### src/rtl/hazard_stall_controller.sv
// Pipeline hazard unit: operand forwarding selects, load-use interlock,
// multi-cycle ALU stall sequencing and branch flush gating.
module hazard_stall_controller #(
    parameter int MUL_CYCLES = 4
) (
    input  logic        clk,
    input  logic        clr,
    input  logic [4:0]  id_rs,
    input  logic [4:0]  id_rt,
    input  logic        id_use_rs,
    input  logic        id_use_rt,
    input  logic        exe_wreg,
    input  logic        exe_m2reg,
    input  logic [4:0]  exe_rn,
    input  logic        mem_wreg,
    input  logic        mem_m2reg,
    input  logic [4:0]  mem_rn,
    input  logic        id_mul_start,
    input  logic        id_branch_taken,
    output logic [1:0]  fwda,
    output logic [1:0]  fwdb,
    output logic        wpcir,
    output logic        id_bubble,
    output logic        if_flush,
    output logic        mul_busy,
    output logic        mul_done,
    output logic [15:0] stall_count
);

    typedef enum logic {RUN, BUSY} state_t;

    localparam logic [3:0] CNT_INIT = 4'(MUL_CYCLES - 1);

    state_t      r_state, w_state_nxt;
    logic [3:0]  r_cnt, w_cnt_nxt;
    logic [15:0] r_stall_count;
    logic        w_load_stall;

    // EXE result beats MEM; register 0 is hardwired and never forwarded
    function automatic logic [1:0] fwd_sel(input logic [4:0] src);
        logic [1:0] sel;
        sel = 2'b00;
        if (exe_wreg && !exe_m2reg && exe_rn != 5'd0 && exe_rn == src)
            sel = 2'b01;
        else if (mem_wreg && !mem_m2reg && mem_rn != 5'd0 && mem_rn == src)
            sel = 2'b10;
        else if (mem_wreg && mem_m2reg && mem_rn != 5'd0 && mem_rn == src)
            sel = 2'b11;
        return sel;
    endfunction

    always_comb begin
        fwda = fwd_sel(id_rs);
        fwdb = fwd_sel(id_rt);
    end

    assign w_load_stall = exe_wreg && exe_m2reg && (exe_rn != 5'd0) &&
                          ((id_use_rs && exe_rn == id_rs) || (id_use_rt && exe_rn == id_rt));

    always_ff @(posedge clk) begin
        if (clr) begin
            r_state <= RUN;
            r_cnt   <= 4'd0;
        end else begin
            r_state <= w_state_nxt;
            r_cnt   <= w_cnt_nxt;
        end
    end

    always_comb begin
        w_state_nxt = r_state;
        w_cnt_nxt   = r_cnt;
        wpcir       = 1'b1;
        id_bubble   = 1'b0;
        mul_busy    = 1'b0;
        mul_done    = 1'b0;
        case (r_state)
            RUN: begin
                // a load-use hazard defers any multi-cycle start to a later cycle
                if (w_load_stall) begin
                    wpcir     = 1'b0;
                    id_bubble = 1'b1;
                end else if (id_mul_start) begin
                    wpcir       = 1'b0;
                    id_bubble   = 1'b1;
                    w_state_nxt = BUSY;
                    w_cnt_nxt   = CNT_INIT;
                end
            end
            BUSY: begin
                mul_busy = 1'b1;
                if (r_cnt != 4'd0) begin
                    wpcir     = 1'b0;
                    id_bubble = 1'b1;
                    w_cnt_nxt = r_cnt - 4'd1;
                end else begin
                    mul_done    = 1'b1;
                    w_state_nxt = RUN;
                end
            end
            default: w_state_nxt = RUN;
        endcase
    end

    assign if_flush = id_branch_taken & wpcir;

    always_ff @(posedge clk) begin
        if (clr)
            r_stall_count <= 16'd0;
        else if (!wpcir && r_stall_count != 16'hFFFF)
            r_stall_count <= r_stall_count + 16'd1;
    end

    assign stall_count = r_stall_count;

endmodule

### config.mk
export PLATFORM = sky130hd
export DESIGN_NAME = hazard_stall_controller
export DESIGN_NICKNAME = d
export VERILOG_FILES = /design/src/rtl/hazard_stall_controller.sv
export SDC_FILE = /design/constraint.sdc
export NUM_CORES = 1
export LEC_CHECK = 0
export CAP_MARGIN = 20
export CORE_MARGIN = 5
export CORE_UTILIZATION = 39
export DETAILED_ROUTE_END_ITERATION = 8
export PLACE_DENSITY = 0.86
export SLEW_MARGIN = 20
export SYNTH_ARGS = -nofsm -noshare
export SYNTH_HDL_FRONTEND = slang
export SYNTH_SLANG_ARGS = --single-unit
### constraint.sdc
create_clock -name clk -period 2.3 [get_ports clk]
set_clock_uncertainty 0.15 [all_clocks]
set_input_delay 0.46 -clock clk [delete_from_list [all_inputs] [get_ports clk]]
set_output_delay 0.46 -clock clk [all_outputs]
set_load 0.1 [all_outputs]
; Word-level counts from Yosys, hierarchy flattened
; Index checks and enable logic that the tools add are counted.
; Widths: inputs -> output; s select.
[word_totals]
register_bits = 21
mem_bits_rw = 0
n_memories = 0
in_bits = 30
mem_bits_ro = 0
word_cells = 63
latch_bits = 0
[classes]
mux = 22
order_cmp = 0
n_addsub = 2
n_div = 0
bitwise = 2
mul = 0
shifts = 0
reduce_logical = 26
n_eq_ne = 8
[op_table]
columns = cell, count
row1 = $eq 5x5->1, 4
row2 = $logic_and 1x1->1, 18
row3 = $add 16x1->16 const B, 1
row4 = $ne 16x16->1 const B, 1
row5 = $mux 2, 6
row6 = $mux 4, 3
row7 = $reduce_bool 5->1, 2
row8 = $mux 1, 9
row9 = $pmux 4 s2, 1
row10 = $pmux 1 s2, 3
row11 = $ne 2x2->1 const B, 2
row12 = $reduce_bool 4->1, 1
row13 = $sub 4x1->4 const B, 1
row14 = $logic_not 1->1, 3
row15 = $reduce_and 3->1, 1
row16 = $ne 2x1->1 const B, 1
row17 = $and 1x1->1, 1
row18 = $logic_or 1x1->1, 1
row19 = $not 1->1, 1

; Depth between registers and ports, before layout
; Gate-level depths: netlist (run 1).
[depth]
depth_word = 8
mapped_depth = 10
depth_no_buf = 8

; Worst setup path after synthesis (run 1)
; OpenSTA, ideal clock, no wires.
[synth_timing]
path_kind = reg2out
start = reg r_state
end = out if_flush
path_buffers = 0
required_ns = 1.690
path_stages_with_launch = 5
t_arrival_ns = 4.183
path_slack_ns = -2.493
cell_sequence = dfxtp_1 > nand3_1 > inv_1 > nor2_1 > nor2b_1
[synth_between]
elab_chain_cells = 3
[synth_rtl]
columns = item, line
row1 = "start, declared", 34  ; state_t r_state, w_state_nxt;
row2 = "start signal, assigned", 65  ; r_state <= w_state_nxt;
row3 = $not 1->1, --
row4 = $pmux 1 s2 *, 77  ; case (r_state)
row5 = $and 1x1->1 *, 105  ; assign if_flush = id_branch_taken & wpcir;
row6 = "end, declared", 24  ; output logic if_flush,
; Mark *: on every way between the ends. The rest lies on a longest branch, timed or not.

; Final worst setup path (run 1)
[layout_timing]
start = in exe_rn[2]
end = out fwdb[1]
[layout_between]
elab_chain_cells = 4
[layout_rtl]
columns = item, line
row1 = "start, declared", 14  ; input logic [4:0] exe_rn,
row2 = $reduce_bool 5->1, 43  ; if (exe_wreg && !exe_m2reg && exe_rn != 5'd0 && exe_rn == src)
row3 = $logic_and 1x1->1, 43
row4 = $logic_and 1x1->1 *, 43
row5 = $mux 2 *, 43
row6 = "end, declared", 21  ; output logic [1:0] fwdb,
; Marked as above.

==> results of run 1 <==
==> state kept, by name (all words and copies together), names as in the netlist <==
register / cells
r_cnt: 4
r_state: 1
stall_count: 16
==> per-layer routing <==
layer | vias up | track usage (%) | wire, microns
li1 | 811 | - | -
met1 | 767 | 18.1 | 1660
met2 | 65 | 36.3 | 2640
met3 | 19 | 3.16 | 226
met4 | 0 | 8.51 | 210
met5 | - | 0 | 0
==> report_power, final <==
| part | internal [mW] | switching (mW) |
|---|---|---|
| clock network | 0.0649 | 0.116 |
| registers | 0.378 | 0.0215 |
| logic | 0.211 | 0.315 |
| total | 0.654 | 0.452 |
==> worst paths after layout <==
| check | slack, ns | cells past startpoint | endpoint |
|---|---|---|---|
| min | 0.36 | 2 | stall_count[14] |
| min reg2reg | 0.36 | 2 | stall_count[14] |
| max | -0.20 | 7 | fwdb[1] |
| max reg2reg | 0.06 | 7 | stall_count[13] |
==> stage by stage <==
step                      utilization (%)  cells
after CTS                            73.8    310
after floorplan                         -    174
final                                75.9    313
after global placement               70.5    302
after detailed placement             70.5    302
after global routing                 75.9    313
==> cell usage after synthesis (2+ instances only) <==
| library cell | count |
|---|---|
| xor2_1 | 20 |
| nand3_1 | 12 |
| a21oi_1 | 9 |
| o21bai_1 | 3 |
| nor3_1 | 8 |
| o211ai_1 | 3 |
| nor2b_1 | 6 |
| o21ai_0 | 6 |
| and2_1 | 2 |
| dfxtp_1 | 21 |
| or4_1 | 11 |
| or3_1 | 2 |
| nand2b_1 | 2 |
| nor2_1 | 14 |
| ha_1 | 3 |
| o31ai_1 | 5 |
| clkbuf_1 | 2 |
| xnor2_1 | 4 |
| nand2_1 | 13 |
| and3_1 | 2 |
| inv_1 | 8 |
==> final cells by class <==
| type | instances | area, sq um | share of cell area, % |
|---|---|---|---|
| Sequential cell | 21 | 460 | 17.8 |
| Timing Repair Buffer | 93 | 857 | 33.0 |
| Inverter | 8 | 33.8 | 1.30 |
| Clock buffer | 3 | 22.5 | 0.868 |
| Clock inverter | 1 | 5.00 | 0.193 |
| Multi-Input combinational cell | 141 | 1160 | 44.6 |
| Tap cell | 46 | 57.6 | 2.22 |
==> worst max-delay path: stages <==
cell     delay (ns)
buf_6          0.10
or4_4          0.55
o21ai_4        0.17
buf_4          0.17
nor3_4         0.05
nor3_4         0.19
buf_12         0.20
==> repair_timing <==
item / in CTS / in global routing
endpoints found under the setup margin: 28 / 22
resized for setup: 74 / 20
buffers inserted: 4 / 3
pin swaps: 19 / 7
==> cells by family after synthesis <==
group           count (synthesis)
simple gates                   77
compound gates                 35
xor+xnor                       24
flops                          21
buf+inv                        12
fa+ha+maj                       3
mux                             2
==> flow_summary_export.csv, run 1 <==
group,metric,value,unit
grt,grt_pass1_wl,7.36,mm
sta,hold_slack,0.364,ns
routing,wl,4.73,mm
placement,hpwl,3.51,mm
synthesis,yosys.area.top_type,"dfxtp_1",
cells_and_area,most-common-layout-cells,"50 x buf_4, 14 x xor2_1, 12 x nand2_1",
worst_setup_path,critPathMaxFanout,2,
sta,worst_slack,-0.199,ns
worst_setup_path,worstSetupPathType,"input port to primary output",
synthesis,synth_area_leaders,"dfxtp_1 30%, xor2_1 12%, or4_1 5.9%, nand3_1 4.3%, nor2_1 3.7%",
sta,post-route-period-util,109,%
run_status,violations,"negative setup slack",
cells_and_area,fillers,246,
synthesis,netlist_instances,174,
run_status,status,"complete, but fails checks",
cells_and_area,final_area,2590,sq um
worst_hold_path,hold_path_class,"flop to flop",
grt,antenna_found_initial,0,
routing,routed-via-count,1662,
synthesis,avgSynthCellArea,8.09,sq um
sta,hold_viol_final,0,
routing,drc,0,
routing,vias_per_cell,5.31,
sta,slew_headroom,68.3,%
grt,grt_overflow,0,
sta,grt_setup_unrepaired,"yes",
worst_setup_path,cp.arrival,1.89,ns
routing,wl_per_cell,15.1,microns
worst_setup_path,crit_required,1.69,ns
synthesis,yosys.cell_types.count,39,
clocking,clk_path_buf_depth,2,
clocking,numCtsBuffers,3,
grt,grt_start_max_net_pins,21,
synthesis,synth-adder-area-share,2.67,%
floorplanning,die_h,70.1,microns
clocking,htreeDepth,1,
sta,worst_slew_pin_slew,0.474,ns
clocking,cts.sinks,21,
clocking,cts.clk_slew.worst_paths,0.12,ns
synthesis,synthSimpleGateAreaFrac,30.0,%
placement,place_ws,-0.810,ns
synthesis,synth_top_area_share,29.9,%
floorplanning,die_w,70.1,microns
cells_and_area,final_common_cell,"buf_4",
synthesis,synth_fp_nets,207,
synthesis,ys_async_sr_fraction,0,%
floorplanning,rows,21,
power,irDropWorstVdd,0.197,mV
placement,gp_congestion,0.841,
sta,fin_crit,2.50,ns
floorplanning,core_area,3420,sq um
worst_hold_path,min-delay-start,"stall_count[14]",
synthesis,synthMuxAreaShare,1.51,%
sta,maxSlewViolCount,0,
power,p_leak,1.05,nW
power,p_per_area,426,nW/um^2
clocking,ctsRootBufferMaster,"clkbuf_4",
worst_setup_path,startpoint,"exe_rn[2]",
sta,finalSetupViolations,15,
synthesis,synthFlopType,"dfxtp_1",
routing,first_pass_iters,4,
routing,drt_iter0_markers,135,
synthesis,synth_top_family_by_area,"simple AND/OR/NAND/NOR gates",
grt,grt_pass1_vias,1678,
flow_run,maxCapViolations,0,
worst_setup_path,startpoint_type,"input port",
floorplanning,die_area,4910,sq um
grt,track_usage,18.4,%
floorplanning,start_util,41.2,%
routing,ant_nets,0,
synthesis,synth_compound_gate_area_share,17.2,%
placement,port_buffers,54,
synthesis,synth_edf_count,0,
synthesis,yosysWarnings,0,
synthesis,yosysSeqAreaShare,29.9,%
synthesis,synth_area,1410,sq um
synthesis,synthXorXnorAreaFrac,14.9,%
worst_setup_path,end_kind,"primary output",
worst_setup_path,r2r_start,"stall_count[9]",
cells_and_area,syn_to_final_growth,84.3,%
cells_and_area,fin_nets,301,
sta,fmax,0.400,GHz
clocking,cts_tree,"done",
cells_and_area,antenna_cells,0,
sta,setup_tns,-1.63,ns
power,finalPower,1.11,mW
clocking,hold_buffers,0,
cells_and_area,layout-drive-gt1-share,51.3,%
synthesis,ys_ff_latch,21,
floorplanning,io_pins,55,
clocking,clk_latency,0.30,ns
placement,placedInstanceArea,2410,sq um
Note: power is estimated with default switching activity, not from simulation.
==> run 2: changes to the inputs <==
--- a/config.mk
+++ b/config.mk
@@ -8,6 +8,7 @@
 export CAP_MARGIN = 20
 export CORE_MARGIN = 5
 export CORE_UTILIZATION = 39
+export CTS_CLUSTER_DIAMETER = 40
 export DETAILED_ROUTE_END_ITERATION = 8
 export PLACE_DENSITY = 0.86
 export SLEW_MARGIN = 20
==> results of run 2 <==
The final DEF is identical to that of run 1; final timing and power are the same.
==> RTL change: new RTL, config.mk and constraints of run 1 <==
Put one more register stage on the output `stall_count`. The value now appears one clock later. The other outputs are not delayed to match.
--- a/src/rtl/hazard_stall_controller.sv
+++ b/src/rtl/hazard_stall_controller.sv
@@ -113,3 +113,5 @@
 
-    assign stall_count = r_stall_count;
+    always_ff @(posedge clk) begin
+        stall_count <= r_stall_count;
+    end
 
Check against the original RTL: not equivalent (a bounded check fails within 4 cycles, from zero or initial values).
==> RTL change against run 1 <==
The run still ends with setup timing left. Wire length increased by 5.9%. Sequential power increased by 71%. Largest cell class unchanged. Critical path type unchanged. Setup slack improved by 0.11 ns. Count of clock-buffer cells in the layout increased by 5. Final area increased by 12%. Largest power group is now sequential cells. Area after synthesis increased by 23%. Sequential cell count increased by 16. Power increased by 43%. Clock power increased by 130%.
==> RTL change: results (changes against run 1) <==
metric,value,unit,change
outcome,finished with violations,,unchanged
violated checks,setup timing,,unchanged
num tapcells,52,,was 46
met2 usage in global routing,29.1,%,was 36.3%
worst reg2reg startpoint,r_stall_count[0],,was stall_count[9]
Inverters,7,,was 8
clock buffer count in the final layout,8,,was 3
smallest hold slack,0.232,ns,was 0.364 ns
setup violators final,3,,was 15
post-synthesis sequential area ratio,42.7,%,was 29.9%
launch point of the worst hold path,r_stall_count[15],,was stall_count[14]
Critical Path End,wpcir,,was fwdb[1]
DRT Wirelength,5010,um,was 4730 um
ranking of synthesized cells by instance count,"dfxtp_1, xnor2_1, nor2_1, a21oi_1, nand3_1",,"was dfxtp_1, xor2_1, nor2_1, nand2_1, nand3_1"
sequential cell area share,25.6,%,was 17.8%
mux contribution to synthesized area,0.577,%,was 1.51%
vias in the first global route,1774,,was 1678
Critical Path Fanout Max,3,,was 2
Final Worst Setup Slack,-0.0865,ns,was -0.199 ns
Placed Cells,322,,was 302
Critical Path Max Stage Delay,0.27,ns,was 0.55 ns
cell chosen for the clock root,clkbuf_8,,was clkbuf_4
Synth Area in Compound Gates,13.4,%,was 17.2%
capture endpoint of the worst hold path,stall_count[15],,was stall_count[14]
Num CTS Buffers,5,,was 3
setup_tns,-0.213,ns,was -1.63 ns
RTL change: changes by cell type after synthesis, moves of 3 or more:
cell,before,now
or4_1,11,1
dfxtp_1,21,37
xor2_1,20,7
o21ai_0,6,2
nand4_1,0,4
a21oi_1,9,13
xnor2_1,4,25
o31ai_1,5,0
a211oi_1,1,4
nor2_1,14,22
nor2b_1,6,3
RTL change: timing repair:
action                                  4_1_cts  5_1_grt
pin swaps                                    24       19
endpoints found under the setup margin       11        7
endpoints found under the hold margin         0        0
setup buffers                                 7        1
resized for setup                           100       38
RTL change: power breakdown:
part / leakage [nW] / switching [W] / internal [W] / total, W
Combinational: 0.852 / 0.000283 / 0.000206 / 0.000489
Clock: 0.0395 / 0.000199 / 0.000215 / 0.000413
Sequential: 0.300 / 0.0000190 / 0.000664 / 0.000683
Total: 1.19 / 0.000501 / 0.00108 / 0.00159
